$ cat config.mk
export PLATFORM = sky130hd
export DESIGN_NAME = ahb_cmd_master
export DESIGN_NICKNAME = d
export VERILOG_FILES = /design/src/rtl/ahb_pkg.sv /design/src/rtl/ahb_cmd_master.sv
export SDC_FILE = /design/constraint.sdc
export NUM_CORES = 1
export LEC_CHECK = 0
export CAP_MARGIN = 20
export CORE_MARGIN = 2
export CORE_UTILIZATION = 40
export CTS_CLUSTER_SIZE = 28
export DETAILED_ROUTE_END_ITERATION = 12
export GPL_TIMING_DRIVEN = 0
export MAX_ROUTING_LAYER = met4
export PLACE_DENSITY_LB_ADDON = 0.08
export SYNTH_ARGS = -nofsm -noshare
export SYNTH_HDL_FRONTEND = slang
export SYNTH_SLANG_ARGS = --single-unit
export TNS_END_PERCENT = 10
$ cat constraint.sdc
create_clock -name HCLK -period 2.45 [get_ports HCLK]
set_input_delay 0.735 -clock HCLK [delete_from_list [all_inputs] [get_ports HCLK]]
set_output_delay 0.735 -clock HCLK [all_outputs]
set_load 0.1 [all_outputs]
$ cat src/rtl/ahb_pkg.sv
// ahb_pkg: shared AHB-Lite encodings and the 1 KB burst-boundary helper.
package ahb_pkg;

    typedef enum logic [1:0] {
        HTRANS_IDLE   = 2'b00,
        HTRANS_BUSY   = 2'b01,
        HTRANS_NONSEQ = 2'b10,
        HTRANS_SEQ    = 2'b11
    } htrans_t;

    typedef enum logic [2:0] {
        HBURST_SINGLE = 3'b000,
        HBURST_INCR   = 3'b001,
        HBURST_WRAP4  = 3'b010,
        HBURST_INCR4  = 3'b011,
        HBURST_WRAP8  = 3'b100,
        HBURST_INCR8  = 3'b101,
        HBURST_WRAP16 = 3'b110,
        HBURST_INCR16 = 3'b111
    } hburst_t;

    typedef enum logic [2:0] {
        HSIZE_BYTE   = 3'b000,
        HSIZE_HALF   = 3'b001,
        HSIZE_WORD   = 3'b010,
        HSIZE_DWORD  = 3'b011,
        HSIZE_4WORD  = 3'b100,
        HSIZE_8WORD  = 3'b101,
        HSIZE_16WORD = 3'b110,
        HSIZE_32WORD = 3'b111
    } hsize_t;

    typedef enum logic [1:0] {
        HRESP_OKAY  = 2'b00,
        HRESP_ERROR = 2'b01,
        HRESP_RETRY = 2'b10,
        HRESP_SPLIT = 2'b11
    } hresp_t;

    localparam int unsigned AHB_BOUNDARY_BYTES = 1024;

    // Bursts must not cross this boundary, so SEQ is only legal within one region.
    function automatic logic same_boundary_region(input logic [63:0] a, input logic [63:0] b);
        return (a >> $clog2(AHB_BOUNDARY_BYTES)) == (b >> $clog2(AHB_BOUNDARY_BYTES));
    endfunction

endpackage

$ cat src/rtl/ahb_cmd_master.sv
// ahb_cmd_master: valid/ready command stream to pipelined AHB-Lite transfers, one response each.
// Optional: define AHB_MST_SEQ_EN to issue address-consecutive commands as SEQ with HBURST=INCR.
module ahb_cmd_master
    import ahb_pkg::*;
#(
    parameter int P_AW = 32,
    parameter int P_DW = 32
) (
    input  logic            HCLK,
    input  logic            HRESET,
    input  logic            cmd_valid,
    output logic            cmd_ready,
    input  logic [P_AW-1:0] cmd_addr,
    input  logic            cmd_write,
    input  logic [2:0]      cmd_size,
    input  logic [P_DW-1:0] cmd_wdata,
    output logic            rsp_valid,
    output logic [P_DW-1:0] rsp_rdata,
    output logic            rsp_err,
    output logic [P_AW-1:0] HADDR,
    output logic [1:0]      HTRANS,
    output logic            HWRITE,
    output logic [2:0]      HSIZE,
    output logic [2:0]      HBURST,
    output logic [P_DW-1:0] HWDATA,
    input  logic [P_DW-1:0] HRDATA,
    input  logic [1:0]      HRESP,
    input  logic            HREADY
);

    logic            a_vld;
    logic [P_AW-1:0] a_addr;
    logic            a_write;
    logic [2:0]      a_size;
    logic [P_DW-1:0] a_wdata;
    logic            d_vld;
    logic            d_write;
    logic [P_DW-1:0] d_wdata;
    logic            err_hold;
    logic            accept;
    logic            d_done;

    assign cmd_ready = !HRESET && (!a_vld || HREADY) && !err_hold;
    assign accept    = cmd_valid && cmd_ready;
    assign d_done    = d_vld && HREADY;

`ifdef AHB_MST_SEQ_EN
    logic a_seq;
    logic a_incr;
    logic seq_ok;

    // The previous address phase must be completing on this very edge for the new one to follow it.
    assign seq_ok = a_vld && HREADY && !err_hold
                 && (cmd_write == a_write) && (cmd_size == a_size)
                 && (cmd_addr == a_addr + (P_AW'(1) << cmd_size))
                 && same_boundary_region(64'(cmd_addr), 64'(a_addr));
`endif

    always_ff @(posedge HCLK) begin
        if (HRESET) begin
            a_vld    <= 1'b0;
            a_addr   <= '0;
            a_write  <= 1'b0;
            a_size   <= '0;
            a_wdata  <= '0;
            err_hold <= 1'b0;
`ifdef AHB_MST_SEQ_EN
            a_seq    <= 1'b0;
            a_incr   <= 1'b0;
`endif
        end else if (err_hold) begin
            // The held address phase was masked by IDLE, so it stays put and is reissued afresh.
            if (HREADY) begin
                err_hold <= 1'b0;
`ifdef AHB_MST_SEQ_EN
                a_seq    <= 1'b0;
`endif
            end
        end else begin
            if (accept) begin
                a_vld   <= 1'b1;
                a_addr  <= cmd_addr;
                a_write <= cmd_write;
                a_size  <= cmd_size;
                a_wdata <= cmd_wdata;
`ifdef AHB_MST_SEQ_EN
                a_seq   <= seq_ok;
                a_incr  <= 1'b1;
`endif
            end else if (HREADY) begin
                a_vld <= 1'b0;
            end
            if (d_vld && !HREADY && (HRESP != HRESP_OKAY)) begin
                err_hold <= 1'b1;
            end
        end
    end

    always_ff @(posedge HCLK) begin
        if (HRESET) begin
            d_vld   <= 1'b0;
            d_write <= 1'b0;
            d_wdata <= '0;
        end else if (HREADY) begin
            if (err_hold) begin
                d_vld <= 1'b0;
            end else begin
                d_vld   <= a_vld;
                d_write <= a_write;
                d_wdata <= a_wdata;
            end
        end
    end

    always_ff @(posedge HCLK) begin
        if (HRESET) begin
            rsp_valid <= 1'b0;
            rsp_rdata <= '0;
            rsp_err   <= 1'b0;
        end else begin
            rsp_valid <= d_done;
            if (d_done) begin
                rsp_rdata <= d_write ? '0 : HRDATA;
                rsp_err   <= (HRESP != HRESP_OKAY);
            end
        end
    end

    always_comb begin
        HADDR  = a_addr;
        HWRITE = a_write;
        HSIZE  = a_size;
        HTRANS = HTRANS_IDLE;
        HBURST = HBURST_SINGLE;
        HWDATA = '0;
        if (a_vld && !err_hold) begin
`ifdef AHB_MST_SEQ_EN
            HTRANS = a_seq ? HTRANS_SEQ : HTRANS_NONSEQ;
`else
            HTRANS = HTRANS_NONSEQ;
`endif
        end
`ifdef AHB_MST_SEQ_EN
        if (a_incr) begin
            HBURST = HBURST_INCR;
        end
`endif
        if (d_vld && d_write) begin
            HWDATA = d_wdata;
        end
    end

endmodule

== After elaboration in Yosys (flattened, before gate mapping) ==
Cells that the tools add are included.
Storage, ports and cells
  bits in registers: 138
  output and inout bits: 108
  bits of input ports: 106
  word-level logic and storage cells: 40
Operators by class
  multiplexer cells: 9
  reductions and logical operators: 18
  bitwise gates (word level): 1
Operator list (count)
  $mux 32: 2
  $logic_and 1x1->1: 8
  $mux 1: 6
  $reduce_and 2->1: 3
  $logic_not 1->1: 4
  $reduce_bool 2->1: 2
  $mux 2: 1
  $logic_or 1x1->1: 1
  $not 1->1: 1

== Depth between registers and ports, before layout ==
Gate-level depths: netlist of run 1.
  word-level depth: 7
  depth in mapped cells: 6
  gate-level depth less buffers: 3

== Worst setup path after synthesis of run 1 ==
OpenSTA, ideal clock, no wires.
  path kind: in2out
  start: in HRESET
  end: out cmd_ready
  path buffers: 2
  required time: 1.715 ns
  stages on the path: 3
  setup slack: -1.405 ns
  arrival: 3.120 ns
  cell sequence: clkbuf_1 -> buf_2 -> nor3_1
On the way
  word-level cells in the longest chain between the ends: 3
RTL lines
  from (decl): RTL line ahb_cmd_master.sv:10  | input logic HRESET,
  $logic_not 1->1: RTL line ahb_cmd_master.sv:43  | assign cmd_ready = !HRESET && (!a_vld || HREADY) && !err_hold;
  $logic_and 1x1->1 (2 in a row): RTL line ahb_cmd_master.sv:43
  to (decl): RTL line ahb_cmd_master.sv:12  | output logic cmd_ready,
No other way between the ends.

== Final worst setup path of run 1 ==
Ends and elaborated chain as after synthesis.

==> flow_summary.yaml, run 1 <==
logic_synthesis:
  muxShareOfSynthArea_pct: 12.3
  synth_area_um2: 5600
  yosysWarnings: 0
  synth_compound_area_share_pct: 8.38
  synth_top_family_by_area: "simple AND/OR/NAND/NOR gates"
  synthAdderAreaFrac_pct: 0
  syn_inst: 577
  yosysUniqueCellTypes: 21
  synth_xor_area_share_pct: 0
  ys_seq_elements: 138
  ys_seq_area_share_pct: 49.3
  synthSimpleGateAreaFrac_pct: 24.8
  synth_top_area_share_pct: 49.3
  yosys.area.top_type: "dfxtp_1"
  syn_avg_cell_area_um2: 9.71
  synth_area_leaders: "dfxtp_1 (49%), nand2b_1 (15%), mux2i_1 (12%), a22o_1 (5.2%), nand2_1 (4.5%)"
power:
  ir_worst_vdd_mv: 0.463
  seqPwrFrac_pct: 39.6
  p_per_area_nw_per_um2: 716
  clkPwrFrac_pct: 43.1
  sw_frac_of_total_pct: 27.2
  pwr-share-comb_pct: 17.3
  total_power_mw: 6.09
  p_switching_mw: 1.65
  leakagePower_nw: 3.85
  internal-power_mw: 4.44
cts:
  cts_root_buf: "clkbuf_16"
  clockBufferDepth: 2
  cts_tree: "done"
  cts_buffers: 17
  clock-sinks: 138
  postCtsHoldBufs: 0
  htreeDepth: 4
  path_clk_slew_ns: 0.05
  clk_latency_ns: 0.41
layout:
  utilization_pct: 61.7
  final_area_um2: 8500
  nNetsFinal: 914
  layout-drive-gt1-share_pct: 13.0
  area_delta_synth_final_pct: 51.8
  fillers: 1217
  diodes: 0
  stdcell_count: 1000
global_routing:
  antenna_found_initial: 0
  grt_pass1_wl_um: 24200
  track_usage_pct: 21.4
  grt_use_met3_pct: 5.48
  overflow: 0
  grt_max_degree: 17
  grt_pass1_vias: 4739
  gr-usage-met2_pct: 33.4
  grtUsageMet1_pct: 26.4
  top_usage_layer: "met2"
placed_design:
  io_buffers: 209
  placed_cell_area_um2: 7960
  gp_congestion: 0.766
  dp_slack_ns: -1.25
  dp_cells: 969
  dpl.hpwl_um: 11000
routing:
  via_per_inst: 4.74
  drtIter0Drc: 166
  ant_nets: 0
  drc: 0
  detail_route.first_pass.iterations: 4
  wl_per_cell_um: 15.3
  vias: 4741
  drt_wl_total_um: 15300
worst_setup_path:
  crit_path_max_incr_delay_ns: 0.23
  crit_required_ns: 1.71
  arrival_ns: 1.66
  path_class: "in -> out"
  path_cells: "clkdlybuf4s15_2 > clkbuf_8 > buf_6 > nor3_4 > buf_12"
  slowest_stage: "clkdlybuf4s15_2"
  crit_path_end_kind: "output pin"
  setup.worst_path.start_class: "primary input"
  cp_max_fo: 10
sta:
  finalHoldViolations: 0
  setup_viol_count_final: 0
  relSlewSlack_pct: 33.8
  finalSetupTns_ns: 0
  rsz0062_at_grt: "no"
  fin_crit_sh_pct: 97.8
  maxSlewViolCount: 0
  layout_min_cycle_time_ns: 2.40
  clock_skew_ns: 0.00759
  fmax_mhz: 417
  worst_pin_slew_ns: 0.997
  worst_slack_ns: 0.0530
  fin_hold_ws_ns: 0.447
floorplanning:
  fp.dieH_um: 122
  dieWidth_um: 122
  die-area_um2: 15000
  core_area_um2: 13800
  num_io_pins: 214
  start_util_pct: 40.7
  fp-row-count: 43
status:
  status: "complete, no violations"
flow_run:
  drv_cap: 0
hold_path:
  hold_path.class: "reg -> reg"
worst paths after layout:
path	cells past startpoint	endpoint	startpoint	slack, ns
max reg2reg	6	a_wdata[23]	err_hold	0.93
min reg2reg	2	d_wdata[31]	d_wdata[31]	0.45
max	5	cmd_ready	HRESET	0.05
min	2	d_wdata[31]	d_wdata[31]	0.45
layout by cell type, fill, tap and decap left out, types with 2 or more instances in the layout:
cell	synthesis	final
nor2_1	3	3
clkdlybuf4s50_1	0	103
buf_6	2	25
buf_4	8	14
clkbuf_8	0	5
and3_1	32	32
buf_2	18	21
dlygate4sd2_1	0	70
dfxtp_1	138	137
a21oi_1	36	36
mux2i_1	69	69
nor2b_1	3	3
buf_8	2	3
clkbuf_1	21	18
nand2b_1	137	137
conb_1	1	4
clkbuf_4	0	2
a22o_1	33	33
clkdlybuf4s15_2	0	2
clkbuf_16	0	17
clkbuf_2	1	5
nand2_1	67	67
bufinv_16	0	3
timing repair:
action / 4_1_cts / 5_1_grt
gates resized for setup: 278 / 36
setup endpoints to repair: 104 / 33
pin swaps: 1 / 0
setup buffers: 0 / 0
synthesized netlist by cell type (all sizes together):
| cell type | instances |
|---|---|
| nand2 | 67 |
| dfxtp | 138 |
| and3 | 32 |
| nor2b | 5 |
| or2 | 1 |
| buf | 30 |
| nor3 | 3 |
| a22o | 33 |
| mux2i | 69 |
| conb | 1 |
| nand2b | 137 |
| a21oi | 36 |
| clkbuf | 22 |
| nor2 | 3 |
flip-flops by register name (all words and copies together) (netlist names):
signal	cells
a_vld	1
d_write	1
d_wdata	32
d_vld	1
HSIZE	3
a_wdata	32
err_hold	1
HADDR	32
rsp_err	1
rsp_valid	1
rsp_rdata	32
HWRITE	1
cell families (layout without fill, tap and decap cells):
logic type	Yosys count	in the layout
compound gates	69	69
buf+inv	52	292
mux	69	69
flops	138	138
simple gates	248	248
other cells	1	4
worst max-delay path, delay by kind of cell:
kind / cells / cell delay, ns
buffers and inverters: 4 / 0.76
AND/OR/NAND/NOR: 1 / 0.16
metal layers:
metal | vias up | wire length, um
li1 | 2373 | -
met1 | 2184 | 6860
met2 | 164 | 7030
met3 | 20 | 1090
met4 | 0 | 266
met5 | - | 0
cell type report:
type	count	area (um2)	share of cell area, %
Sequential cell	138	2760	32.5
Multi-Input combinational cell	390	2570	30.3
Timing Repair Buffer	209	2020	23.7
Clock buffer	25	495	5.83
Buffer	52	313	3.68
Tap cell	180	225	2.65
Clock inverter	6	111	1.31
power groups by stage:
| stage | clock [mW] | sequential, mW | combinational [mW] |
|---|---|---|---|
| after floorplan | 0 | 2.83 | 0.352 |
| after global placement | 0 | 2.46 | 1.08 |
| after detailed placement | 0 | 2.46 | 1.09 |
| after CTS | 2.68 | 2.41 | 1.06 |
| after global routing | 2.80 | 2.43 | 1.11 |
| final | 2.63 | 2.41 | 1.05 |
(Power assumes the default switching activity.)
==> inputs of run 2 (changes only) <==
--- a/config.mk
+++ b/config.mk
@@ -13,6 +13,7 @@
 export GPL_TIMING_DRIVEN = 0
 export MAX_ROUTING_LAYER = met4
 export PLACE_DENSITY_LB_ADDON = 0.08
+export RECOVER_POWER = 25
 export SYNTH_ARGS = -nofsm -noshare
 export SYNTH_HDL_FRONTEND = slang
 export SYNTH_SLANG_ARGS = --single-unit
==> run 2 against run 1 <==
- non-clock buffer count did not move
- die area stayed put
- clock power is essentially flat
- critical path type unchanged
- critical endpoint unchanged
==> flow_summary.yaml, run 2 (same netlist as run 1, synthesis figures left out) <==
layout:
  area_delta_synth_final_pct: 51.5
  final_area_um2: 8480
  nNetsFinal: 914
  fillers: 1223
  stdcell_count: 1000
  layout-drive-gt1-share_pct: 12.0
  final_cell_mix: "dfxtp_1 (137), nand2b_1 (137), clkdlybuf4s50_1 (102), dlygate4sd2_1 (70), mux2i_1 (69)"
  diodes: 0
global_routing:
  antenna_found_initial: 0
  track_usage_pct: 21.4
  grt_max_degree: 17
  grt_pass1_wl_um: 24200
  grt_pass1_vias: 4739
  overflow: 0
routing:
  met3_length_um: 1130
  topRoutingLayerUsed: "met4"
  routed-wl-met2_um: 6980
  via_per_inst: 4.77
  ant_nets: 0
  drc: 0
  wl_per_cell_um: 15.3
  vias: 4772
  drt_wl_total_um: 15300
  drtIter0Drc: 175
  drt-met1-wl_um: 6830
  detail_route.first_pass.iterations: 4
cts:
  htreeDepth: 4
  clock-sinks: 138
  cts_root_buf: "clkbuf_16"
  clk_latency_ns: 0.42
  cts_buffers: 17
  path_clk_slew_ns: 0.05
  cts_tree: "done"
  clockBufferDepth: 2
power:
  sw_frac_of_total_pct: 27.2
  pwr-share-comb_pct: 17.2
  leakagePower_nw: 3.82
  internal-power_mw: 4.43
  seqPwrFrac_pct: 39.6
  p_switching_mw: 1.66
  ir_worst_vdd_mv: 0.467
  clkPwrFrac_pct: 43.2
  p_per_area_nw_per_um2: 718
  total_power_mw: 6.09
status:
  status: "complete, no violations"
floorplanning:
  fp.dieH_um: 122
  dieWidth_um: 122
  core_area_um2: 13800
  fp-row-count: 43
  die-area_um2: 15000
  start_util_pct: 40.7
  num_io_pins: 214
placed_design:
  io_buffers: 209
  dpl.hpwl_um: 11000
  dp_cells: 969
  placed_cell_area_um2: 7960
  gp_congestion: 0.766
hold_path:
  hold_path_depth: 2
  hold_path.class: "reg -> reg"
sta:
  fmax_mhz: 419
  maxSlewViolCount: 0
  fin_crit_sh_pct: 97.5
  setup_viol_count_final: 0
  worst_pin_slew_ns: 1.00
  clock_skew_ns: 0.00788
  finalHoldViolations: 0
  rsz0062_at_grt: "no"
  relSlewSlack_pct: 33.5
  layout_min_cycle_time_ns: 2.39
worst_setup_path:
  cp-endpoint: "cmd_ready"
  crit_path_max_incr_delay_ns: 0.22
  crit_path_end_kind: "output pin"
  r2r_cells: 5
  slowest_stage: "clkdlybuf4s15_2"
  arrival_ns: 1.65
  cp.depth: 5
  cp_max_fo: 10
  cp_top_family: "buffers and inverters"
  r2r-start: "d_vld"
  crit_required_ns: 1.71
  ff2ff_setup_slack_ns: 0.57
  path_class: "in -> out"
  critPathBufInv: 4
  path_cells: "clkdlybuf4s15_2 > clkbuf_8 > buf_6 > nor3_4 > buf_12"
  setup.worst_path.start_class: "primary input"
  startpoint: "HRESET"
  r2r_end: "rsp_rdata[25]"
flow_run:
  drv_cap: 0
-- run 2: cell types whose count changed in the layout (fill, tap and decap cells not counted) --
cell / delta
buf_2: -8
clkbuf_1: +8
clkdlybuf4s50_1: -1
dlygate4sd3_1: +1
nor3_1: +1
nor3_2: -1
-- run 2: repair_timing --
| item | 4_1_cts | 5_1_grt |
|---|---|---|
| hold buffers | 0 | 0 |
| endpoints found under the setup margin | 104 | 33 |
| setup buffers | 0 | 0 |
| pin swaps | 1 | 0 |
| gates resized for setup | 278 | 36 |
-- run 2: worst min path at each step --
stage                start          end  slack (ns)
2_1_floorplan  d_wdata[31]  d_wdata[31]        0.43
5_1_grt        a_wdata[15]  d_wdata[15]        0.46
3_5_place_dp   d_wdata[31]  d_wdata[31]        0.44
4_1_cts        d_wdata[31]  d_wdata[31]        0.45
3_3_place_gp   a_wdata[17]  d_wdata[17]        0.44
6_report       d_wdata[31]  d_wdata[31]        0.45
-- run 2: area by class of cell --
| class | count | area (um2) | share of cell area (%) |
|---|---|---|---|
| Tap cell | 180 | 225 | 2.65 |
| Clock inverter | 6 | 111 | 1.31 |
| Buffer | 52 | 303 | 3.57 |
| Multi-Input combinational cell | 390 | 2570 | 30.3 |
| Timing Repair Buffer | 209 | 2020 | 23.8 |
| Clock buffer | 25 | 495 | 5.84 |
| Sequential cell | 138 | 2760 | 32.6 |
-- run 2: worst register-to-register path, cell delays in order (launching register included) --
cell	delay, ns
dfxtp_1	0.30
clkbuf_2	0.21
nand2_1	0.10
nor3_1	0.57
clkbuf_1	0.44
a22o_1	0.20
-- run 2: through the flow --
| step | TNS, ns | util, % | worst slack, ns | hold WS [ns] |
|---|---|---|---|---|
| after floorplan | -0.0935 | - | -0.0770 | 0.430 |
| after global placement | -18.66 | 57.8 | -1.22 | 0.437 |
| after detailed placement | -20.11 | 57.8 | -1.25 | 0.442 |
| after CTS | 0 | 61.1 | 0.00393 | 0.450 |
| after global routing | 0 | 61.6 | 0.00100 | 0.463 |
| final | 0 | 61.6 | 0.0608 | 0.447 |
-- run 2: metal layers --
layer,vias up,GRT usage [%]
li1,2370,-
met1,2205,26.4
met2,171,33.4
met3,26,5.48
met4,0,9.20
met5,-,-
-- run 2: power groups by stage --
stage	sequential, mW	clock, mW	combinational [mW]
finish	2.41	2.63	1.05
global route	2.43	2.80	1.11
CTS	2.41	2.68	1.06
detailed placement	2.46	0	1.09
global placement	2.46	0	1.08
floorplan	2.83	0	0.352
